File: src/rtl/instruction_fetch_if.sv
// Instruction-memory request/response bundle between the fetch stage (master)
// and instruction memory (slave).
interface instruction_fetch_if #(
  parameter int XLEN = 32
);
  logic            imem_req_valid;
  logic            imem_req_ready;
  logic [XLEN-1:0] imem_req_addr;
  logic            imem_rsp_valid;
  logic [XLEN-1:0] imem_rsp_data;

  modport master (
    output imem_req_valid, imem_req_addr,
    input  imem_req_ready, imem_rsp_valid, imem_rsp_data
  );

  modport slave (
    input  imem_req_valid, imem_req_addr,
    output imem_req_ready, imem_rsp_valid, imem_rsp_data
  );
endinterface

File: src/rtl/instruction_fetch.sv
// Fetch stage: sequential PC generation, in-order imem requests, prefetch queue,
// redirect flush with in-flight discard. Optional IFETCH_MISALIGN_TRAP_EN adds a sticky fault.
module instruction_fetch #(
  parameter int              XLEN     = 32,
  parameter logic [XLEN-1:0] RESET_PC = '0,
  parameter int              DEPTH    = 4
) (
  input  logic                clk,
  input  logic                rst_n,
  input  logic                halt,
  input  logic                redirect_valid,
  input  logic [XLEN-1:0]     redirect_pc,
  instruction_fetch_if.master imem,
  output logic                valid_out,
  output logic [XLEN-1:0]     pc_out,
  output logic [XLEN-1:0]     instruction_out
`ifdef IFETCH_MISALIGN_TRAP_EN
  ,
  output logic                misaligned_fault
`endif
);
  localparam int PW = $clog2(DEPTH);
  localparam int CW = $clog2(DEPTH + 1);

  logic [XLEN-1:0] fetch_pc_q, fetch_pc_d;
  logic [XLEN-1:0] qpc_q [DEPTH];
  logic [XLEN-1:0] qpc_d [DEPTH];
  logic [XLEN-1:0] qins_q [DEPTH];
  logic [XLEN-1:0] qins_d [DEPTH];
  logic [PW-1:0]   qrd_q, qrd_d, qwr_q, qwr_d;
  logic [CW-1:0]   count_q, count_d;
  logic [XLEN-1:0] pcf_q [DEPTH];
  logic [XLEN-1:0] pcf_d [DEPTH];
  logic [PW-1:0]   prd_q, prd_d, pwr_q, pwr_d;
  logic [CW-1:0]   pcnt_q, pcnt_d;
  logic [CW-1:0]   inflight_q, inflight_d, discard_q, discard_d;

  logic            issue_ok, accept, rsp_drop, rsp_take, deq;
  logic            q_push, pcf_push, pcf_pop;
  logic [XLEN-1:0] rsp_pc;
  logic [CW:0]     occupancy;

`ifdef IFETCH_MISALIGN_TRAP_EN
  logic fault_q, fault_d;
  assign issue_ok         = !fault_q;
  assign misaligned_fault = fault_q;
  always_comb begin
    fault_d = fault_q;
    if (redirect_valid) fault_d = |redirect_pc[1:0];
  end
  always_ff @(posedge clk or negedge rst_n) begin
    if (!rst_n) fault_q <= 1'b0;
    else        fault_q <= fault_d;
  end
`else
  logic unused_pc_lsb;
  assign issue_ok      = 1'b1;
  assign unused_pc_lsb = |redirect_pc[1:0];
`endif

  // inflight includes responses still to be discarded, so it alone bounds memory traffic
  assign occupancy           = {1'b0, count_q} + {1'b0, inflight_q};
  assign imem.imem_req_valid = rst_n && issue_ok && !redirect_valid && (occupancy < (CW+1)'(DEPTH));
  assign imem.imem_req_addr  = fetch_pc_q;

  assign valid_out       = (count_q != '0);
  assign pc_out          = valid_out ? qpc_q[qrd_q]  : '0;
  assign instruction_out = valid_out ? qins_q[qrd_q] : XLEN'(32'h0000_0013);

  assign accept   = imem.imem_req_valid && imem.imem_req_ready;
  assign rsp_drop = imem.imem_rsp_valid && (discard_q != '0);
  assign rsp_take = imem.imem_rsp_valid && (discard_q == '0) && !redirect_valid;
  assign deq      = valid_out && !halt && !redirect_valid;
  assign q_push   = rsp_take;
  // An empty PC FIFO with a live response means a zero-latency reply to this cycle's request
  assign rsp_pc   = (pcnt_q == '0) ? fetch_pc_q : pcf_q[prd_q];
  assign pcf_push = accept && !(rsp_take && pcnt_q == '0);
  assign pcf_pop  = rsp_take && (pcnt_q != '0);

  always_comb begin
    fetch_pc_d = fetch_pc_q;
    qpc_d      = qpc_q;
    qins_d     = qins_q;
    qrd_d      = qrd_q;
    qwr_d      = qwr_q;
    count_d    = count_q;
    pcf_d      = pcf_q;
    prd_d      = prd_q;
    pwr_d      = pwr_q;
    pcnt_d     = pcnt_q;
    discard_d  = discard_q;
    inflight_d = inflight_q + CW'(accept) - CW'(imem.imem_rsp_valid);

    if (accept) fetch_pc_d = fetch_pc_q + XLEN'(4);

    if (redirect_valid) begin
      qrd_d      = '0;
      qwr_d      = '0;
      count_d    = '0;
      prd_d      = '0;
      pwr_d      = '0;
      pcnt_d     = '0;
      discard_d  = inflight_d;
      fetch_pc_d = {redirect_pc[XLEN-1:2], 2'b00};
    end else begin
      if (rsp_drop) discard_d = discard_q - CW'(1);
      if (pcf_push) begin
        pcf_d[pwr_q] = fetch_pc_q;
        pwr_d        = pwr_q + PW'(1);
      end
      if (pcf_pop) prd_d = prd_q + PW'(1);
      pcnt_d = pcnt_q + CW'(pcf_push) - CW'(pcf_pop);
      if (q_push) begin
        qpc_d[qwr_q]  = rsp_pc;
        qins_d[qwr_q] = imem.imem_rsp_data;
        qwr_d         = qwr_q + PW'(1);
      end
      if (deq) qrd_d = qrd_q + PW'(1);
      count_d = count_q + CW'(q_push) - CW'(deq);
    end
  end

  always_ff @(posedge clk or negedge rst_n) begin
    if (!rst_n) begin
      fetch_pc_q <= RESET_PC;
      for (int i = 0; i < DEPTH; i++) begin
        qpc_q[i]  <= '0;
        qins_q[i] <= '0;
        pcf_q[i]  <= '0;
      end
      qrd_q      <= '0;
      qwr_q      <= '0;
      count_q    <= '0;
      prd_q      <= '0;
      pwr_q      <= '0;
      pcnt_q     <= '0;
      inflight_q <= '0;
      discard_q  <= '0;
    end else begin
      fetch_pc_q <= fetch_pc_d;
      qpc_q      <= qpc_d;
      qins_q     <= qins_d;
      qrd_q      <= qrd_d;
      qwr_q      <= qwr_d;
      count_q    <= count_d;
      pcf_q      <= pcf_d;
      prd_q      <= prd_d;
      pwr_q      <= pwr_d;
      pcnt_q     <= pcnt_d;
      inflight_q <= inflight_d;
      discard_q  <= discard_d;
    end
  end

  a_queue_no_overflow: assert property (@(posedge clk) disable iff (!rst_n)
    !(!redirect_valid && q_push && !deq && count_q == CW'(DEPTH)));
  a_pcf_no_overflow: assert property (@(posedge clk) disable iff (!rst_n)
    !(!redirect_valid && pcf_push && !pcf_pop && pcnt_q == CW'(DEPTH)));
endmodule
File: src/flat_wrapper.sv
// flat-port wrapper written by rule: the top's interface ports become plain ports
module instruction_fetch_flat 
#(
  parameter int              XLEN     = 32,
  parameter logic [XLEN-1:0] RESET_PC = '0,
  parameter int              DEPTH    = 4
)
  (clk, rst_n, halt, redirect_valid, redirect_pc, valid_out, pc_out, instruction_out, imem_imem_req_valid, imem_imem_req_addr, imem_imem_req_ready, imem_imem_rsp_valid, imem_imem_rsp_data);
  instruction_fetch_if #(.XLEN(XLEN)) imem_i ();
  input  logic clk;
  input  logic rst_n;
  input  logic halt;
  input  logic redirect_valid;
  input  logic [XLEN-1:0] redirect_pc;
  output logic valid_out;
  output logic [XLEN-1:0] pc_out;
  output logic [XLEN-1:0] instruction_out;
  output wire logic [$bits(imem_i.imem_req_valid)-1:0] imem_imem_req_valid;
  output wire logic [$bits(imem_i.imem_req_addr)-1:0] imem_imem_req_addr;
  input wire logic [$bits(imem_i.imem_req_ready)-1:0] imem_imem_req_ready;
  input wire logic [$bits(imem_i.imem_rsp_valid)-1:0] imem_imem_rsp_valid;
  input wire logic [$bits(imem_i.imem_rsp_data)-1:0] imem_imem_rsp_data;
  assign imem_imem_req_valid = imem_i.imem_req_valid;
  assign imem_imem_req_addr = imem_i.imem_req_addr;
  assign imem_i.imem_req_ready = imem_imem_req_ready;
  assign imem_i.imem_rsp_valid = imem_imem_rsp_valid;
  assign imem_i.imem_rsp_data = imem_imem_rsp_data;
  instruction_fetch #(.XLEN(XLEN), .RESET_PC(RESET_PC), .DEPTH(DEPTH)) u_core (.clk(clk), .rst_n(rst_n), .halt(halt), .redirect_valid(redirect_valid), .redirect_pc(redirect_pc), .imem(imem_i), .valid_out(valid_out), .pc_out(pc_out), .instruction_out(instruction_out));
endmodule
File: config.mk
export PLATFORM = sky130hd
export DESIGN_NAME = instruction_fetch_flat
export DESIGN_NICKNAME = d
export VERILOG_FILES = /design/src/rtl/instruction_fetch_if.sv /design/src/rtl/instruction_fetch.sv /design/src/flat_wrapper.sv
export SDC_FILE = /design/constraint.sdc
export NUM_CORES = 1
export LEC_CHECK = 0
export ABC_AREA = 1
export CAP_MARGIN = 10
export CORE_MARGIN = 2
export CORE_UTILIZATION = 25
export DETAILED_ROUTE_END_ITERATION = 7
export HOLD_SLACK_MARGIN = 0.12
export PLACE_DENSITY = 0.46
export SYNTH_ARGS = -nofsm -noshare
export SYNTH_HDL_FRONTEND = slang
export SYNTH_SLANG_ARGS = --single-unit
File: constraint.sdc
create_clock -name clk -period 2.9 [get_ports clk]
set_input_delay 0.58 -clock clk [delete_from_list [all_inputs] [get_ports clk]]
set_output_delay 0.58 -clock clk [all_outputs]
set_load 0.02 [all_outputs]
==> impl_metrics.py <==
metrics = {
    "setup_path": {
        "crit_fanout": 13,
        "cp.required_ns": 2.32,
        "critPathSlowestCell": "dfrtp_4",
        "critPathBufInv": 3,
        "cpMostUsedCell": "nor2_1",
        "critPathMaxStageDelay_ns": 0.46,
        "end_kind": "output pin",
        "worst_setup_path_start_kind": "register",
        "crit_chain": "buf_12 > bufbuf_16 > nor2_1 > nor2_1 > o21ai_0 > a21oi_1 > clkdlybuf4s15_2",
        "cpLargestDelayFamily": "buffers and inverters",
        "worstPathArrival_ns": 2.23,
        "path_class": "reg -> out",
        "regToRegStartpoint": "u_core.inflight_q[2]",
        "cp-startpoint": "u_core.qrd_q[0]",
    },
    "floorplanning": {
        "num_io_pins": 168,
        "initial_core_util_pct": 25.2,
        "core_area_sq_mm": 0.0802,
        "dieArea_sq_mm": 0.0830,
        "rows": 104,
        "die_y_microns": 288,
        "chipWidth_microns": 288,
    },
    "layout": {
        "nets": 2843,
        "diodes": 0,
        "fin_cells": 3852,
        "drive_gt1_share_pct": 8.92,
        "layout_common_cells": "746 x nand2_1, 416 x dfrtp_1, 397 x nor2_1",
        "fill_cells": 8641,
        "final_common_cell": "nand2_1",
        "fin_area_sq_mm": 0.0250,
        "area_delta_synth_final_pct": 24.0,
    },
    "place": {
        "placed_cells": 3747,
        "dp_hpwl_microns": 41800,
        "postPlaceCellArea_sq_mm": 0.0233,
        "gp_congestion": 0.856,
        "io_buffers": 161,
    },
    "logic_synthesis": {
        "syn_area_per_cell_sq_um": 7.72,
        "ys_warn_count": 0,
        "synth-edff-count": 0,
        "synth_area_leaders": "dfrtp_1 52%, nand2_1 14%, o21ai_0 8.0%",
        "synth_top_area_cell": "dfrtp_1",
        "synth.yosys.seq_area_share_pct": 51.8,
        "yosysUniqueCellTypes": 32,
        "netlist.area_leader.share_pct": 51.8,
        "synth_flop_cell": "dfrtp_1",
        "syn_area_sq_mm": 0.0202,
        "syn-instance-count": 2613,
        "synth-async-reset-ratio_pct": 100,
        "ys_seq_elements": 418,
    },
    "global_routing": {
        "grt-ovfl-total": 0,
        "grt_pass1_vias": 18000,
        "antenna_found_initial": 1,
        "grt_max_degree": 157,
        "grt_use_total_pct": 16.2,
        "grt_pass1_wl_microns": 105000,
    },
    "clock_tree": {
        "clkSinkCount": 418,
        "clock_latency_ns": 0.63,
        "cts_root_buffer": "clkbuf_16",
        "ctsLongestPathBuffers": 3,
        "cts_buffers": 51,
        "htree_levels": 2,
        "tritoncts": "built",
        "cts.clk_slew.worst_paths_ns": 0.06,
    },
    "sta": {
        "drv_slew": 0,
        "fmax_ghz": 0.356,
        "skew_ns": 0.0480,
        "period_needed_ns": 2.81,
        "fin_crit_sh_pct": 97.0,
        "setup_violations": 0,
        "tightest_slew_ns": 1.01,
        "tns_ns": 0,
        "grt_setup_unrepaired": "no",
        "holdWs_ns": 0.311,
        "hold_violations": 0,
        "relSlewSlack_pct": 33.0,
    },
    "worst_hold_path": {
        "hp-start": "redirect_valid",
        "holdCritPathClass": "in -> reg",
    },
    "routing": {
        "wire_per_inst_microns": 17.5,
        "first_pass_iters": 5,
        "initialDrtViolationCount": 1251,
        "ant_nets": 0,
        "vias_per_cell": 4.68,
        "vias": 18000,
        "wl_microns": 67400,
        "highest_layer": "met4",
        "wl_met2_microns": 30500,
        "drc_errors": 0,
        "wl_met1_microns": 32200,
        "wl_met3_microns": 3400,
    },
    "power": {
        "p_per_area_mw_per_mm2": 882,
        "finalPower_mw": 22.1,
        "leakagePower_nw": 12.0,
        "vdd_drop_max_mv": 0.637,
    },
    "run": {
        "drv_cap": 0,
    },
    "run_status": {
        "status": "finished, final reports clean",
    },
}
[worst register-to-register path: stages (launching register included)]
cell	delay, ns
dfrtp_1	0.39
ha_1	0.29
nor2_1	0.10
nand2_1	0.11
nor3_4	0.22
buf_4	0.42
nand3_4	0.37
buf_12	0.27
nand2_1	0.05
o21ai_1	0.06
[flip-flops by register name, indices dropped and copies added, names as in the netlist, 3 cells and up]
signal / flops
u_core.qins_q: 128
u_core.inflight_q: 3
u_core.imem.imem_req_addr: 30
u_core.pcf_q: 120
u_core.count_q: 3
u_core.qpc_q: 120
u_core.discard_q: 3
u_core.pcnt_q: 3
[cell families (layout without fill, tap and decap cells)]
group	Yosys count	after routing	share of synthesized area (%)
AOI/OAI and AO/OA	549	549	14.3
xor gates and xnor gates	8	8	0.347
buffers and inverters	284	460	5.85
and+or+nand+nor	1331	1331	26.1
DFF	418	418	51.8
adders and majority gates	22	22	1.48
other	1	4	0.0186
[worst paths after layout]
path | endpoint | slack [ns] | cells after the start
setup / recovery | pc_out[13] | 0.09 | 7
hold / removal | u_core.count_q[0] | 0.31 | 2
setup reg to reg | u_core.pcf_q[106] | 0.50 | 9
hold reg to reg | u_core.qpc_q[69] | 0.47 | 2
max in group asynchronous | u_core.pcf_q[37] | 1.07 | 4
min in group asynchronous | u_core.qins_q[10] | 0.57 | 3
[per-stage QoR]
stage	util [%]	worst slack [ns]
CTS	31.3	-0.0559
global route	31.2	0.00171
global placement	29.0	0.0160
finish	31.2	0.0884
detailed placement	29.0	0.111
floorplan	-	0.341
[layer usage]
metal | track usage [%] | vias up
met1 | 22.7 | 8751
met4 | 3.94 | 0
met3 | 2.64 | 98
li1 | - | 8734
met2 | 25.9 | 450
met5 | 0 | -
[power breakdown]
part | switching, mW | internal, mW | leakage, nW
clock network | 2.63 | 3.73 | 0.839
registers | 0.803 | 7.12 | 5.62
logic | 4.96 | 2.82 | 5.53
[cells in the mapped netlist, drive strengths merged (2+ instances only)]
library cell and count:
a21oi 63, buf 64, clkbuf 100, dfrtp 418, fa 3, ha 19
inv 119, nand2 751, nand3 175, nor2 400, nor3 2, o211ai 39
o21ai 444, o311ai 3, xor2 7
[layout make-up]
class | count | area [sq um] | share of cell area, %
clock inverters | 15 | 161 | 0.645
flip-flops and latches | 418 | 10500 | 41.8
inverters | 120 | 453 | 1.81
clock buffers | 79 | 1530 | 6.12
well taps | 1060 | 1330 | 5.30
repair buffers | 246 | 2470 | 9.89
multi-input cells | 1914 | 8610 | 34.4
[timing repair]
item / CTS / global route
endpoints found under the hold margin: 16 / 0
hold buffers: 1 / 0
pin swaps: 4 / 3
gates resized for setup: 144 / 60
buffers inserted: 6 / 0
setup endpoints to repair: 63 / 42
gates cloned: 3 / 1
No activity file was read; power rests on OpenSTA's default activity.
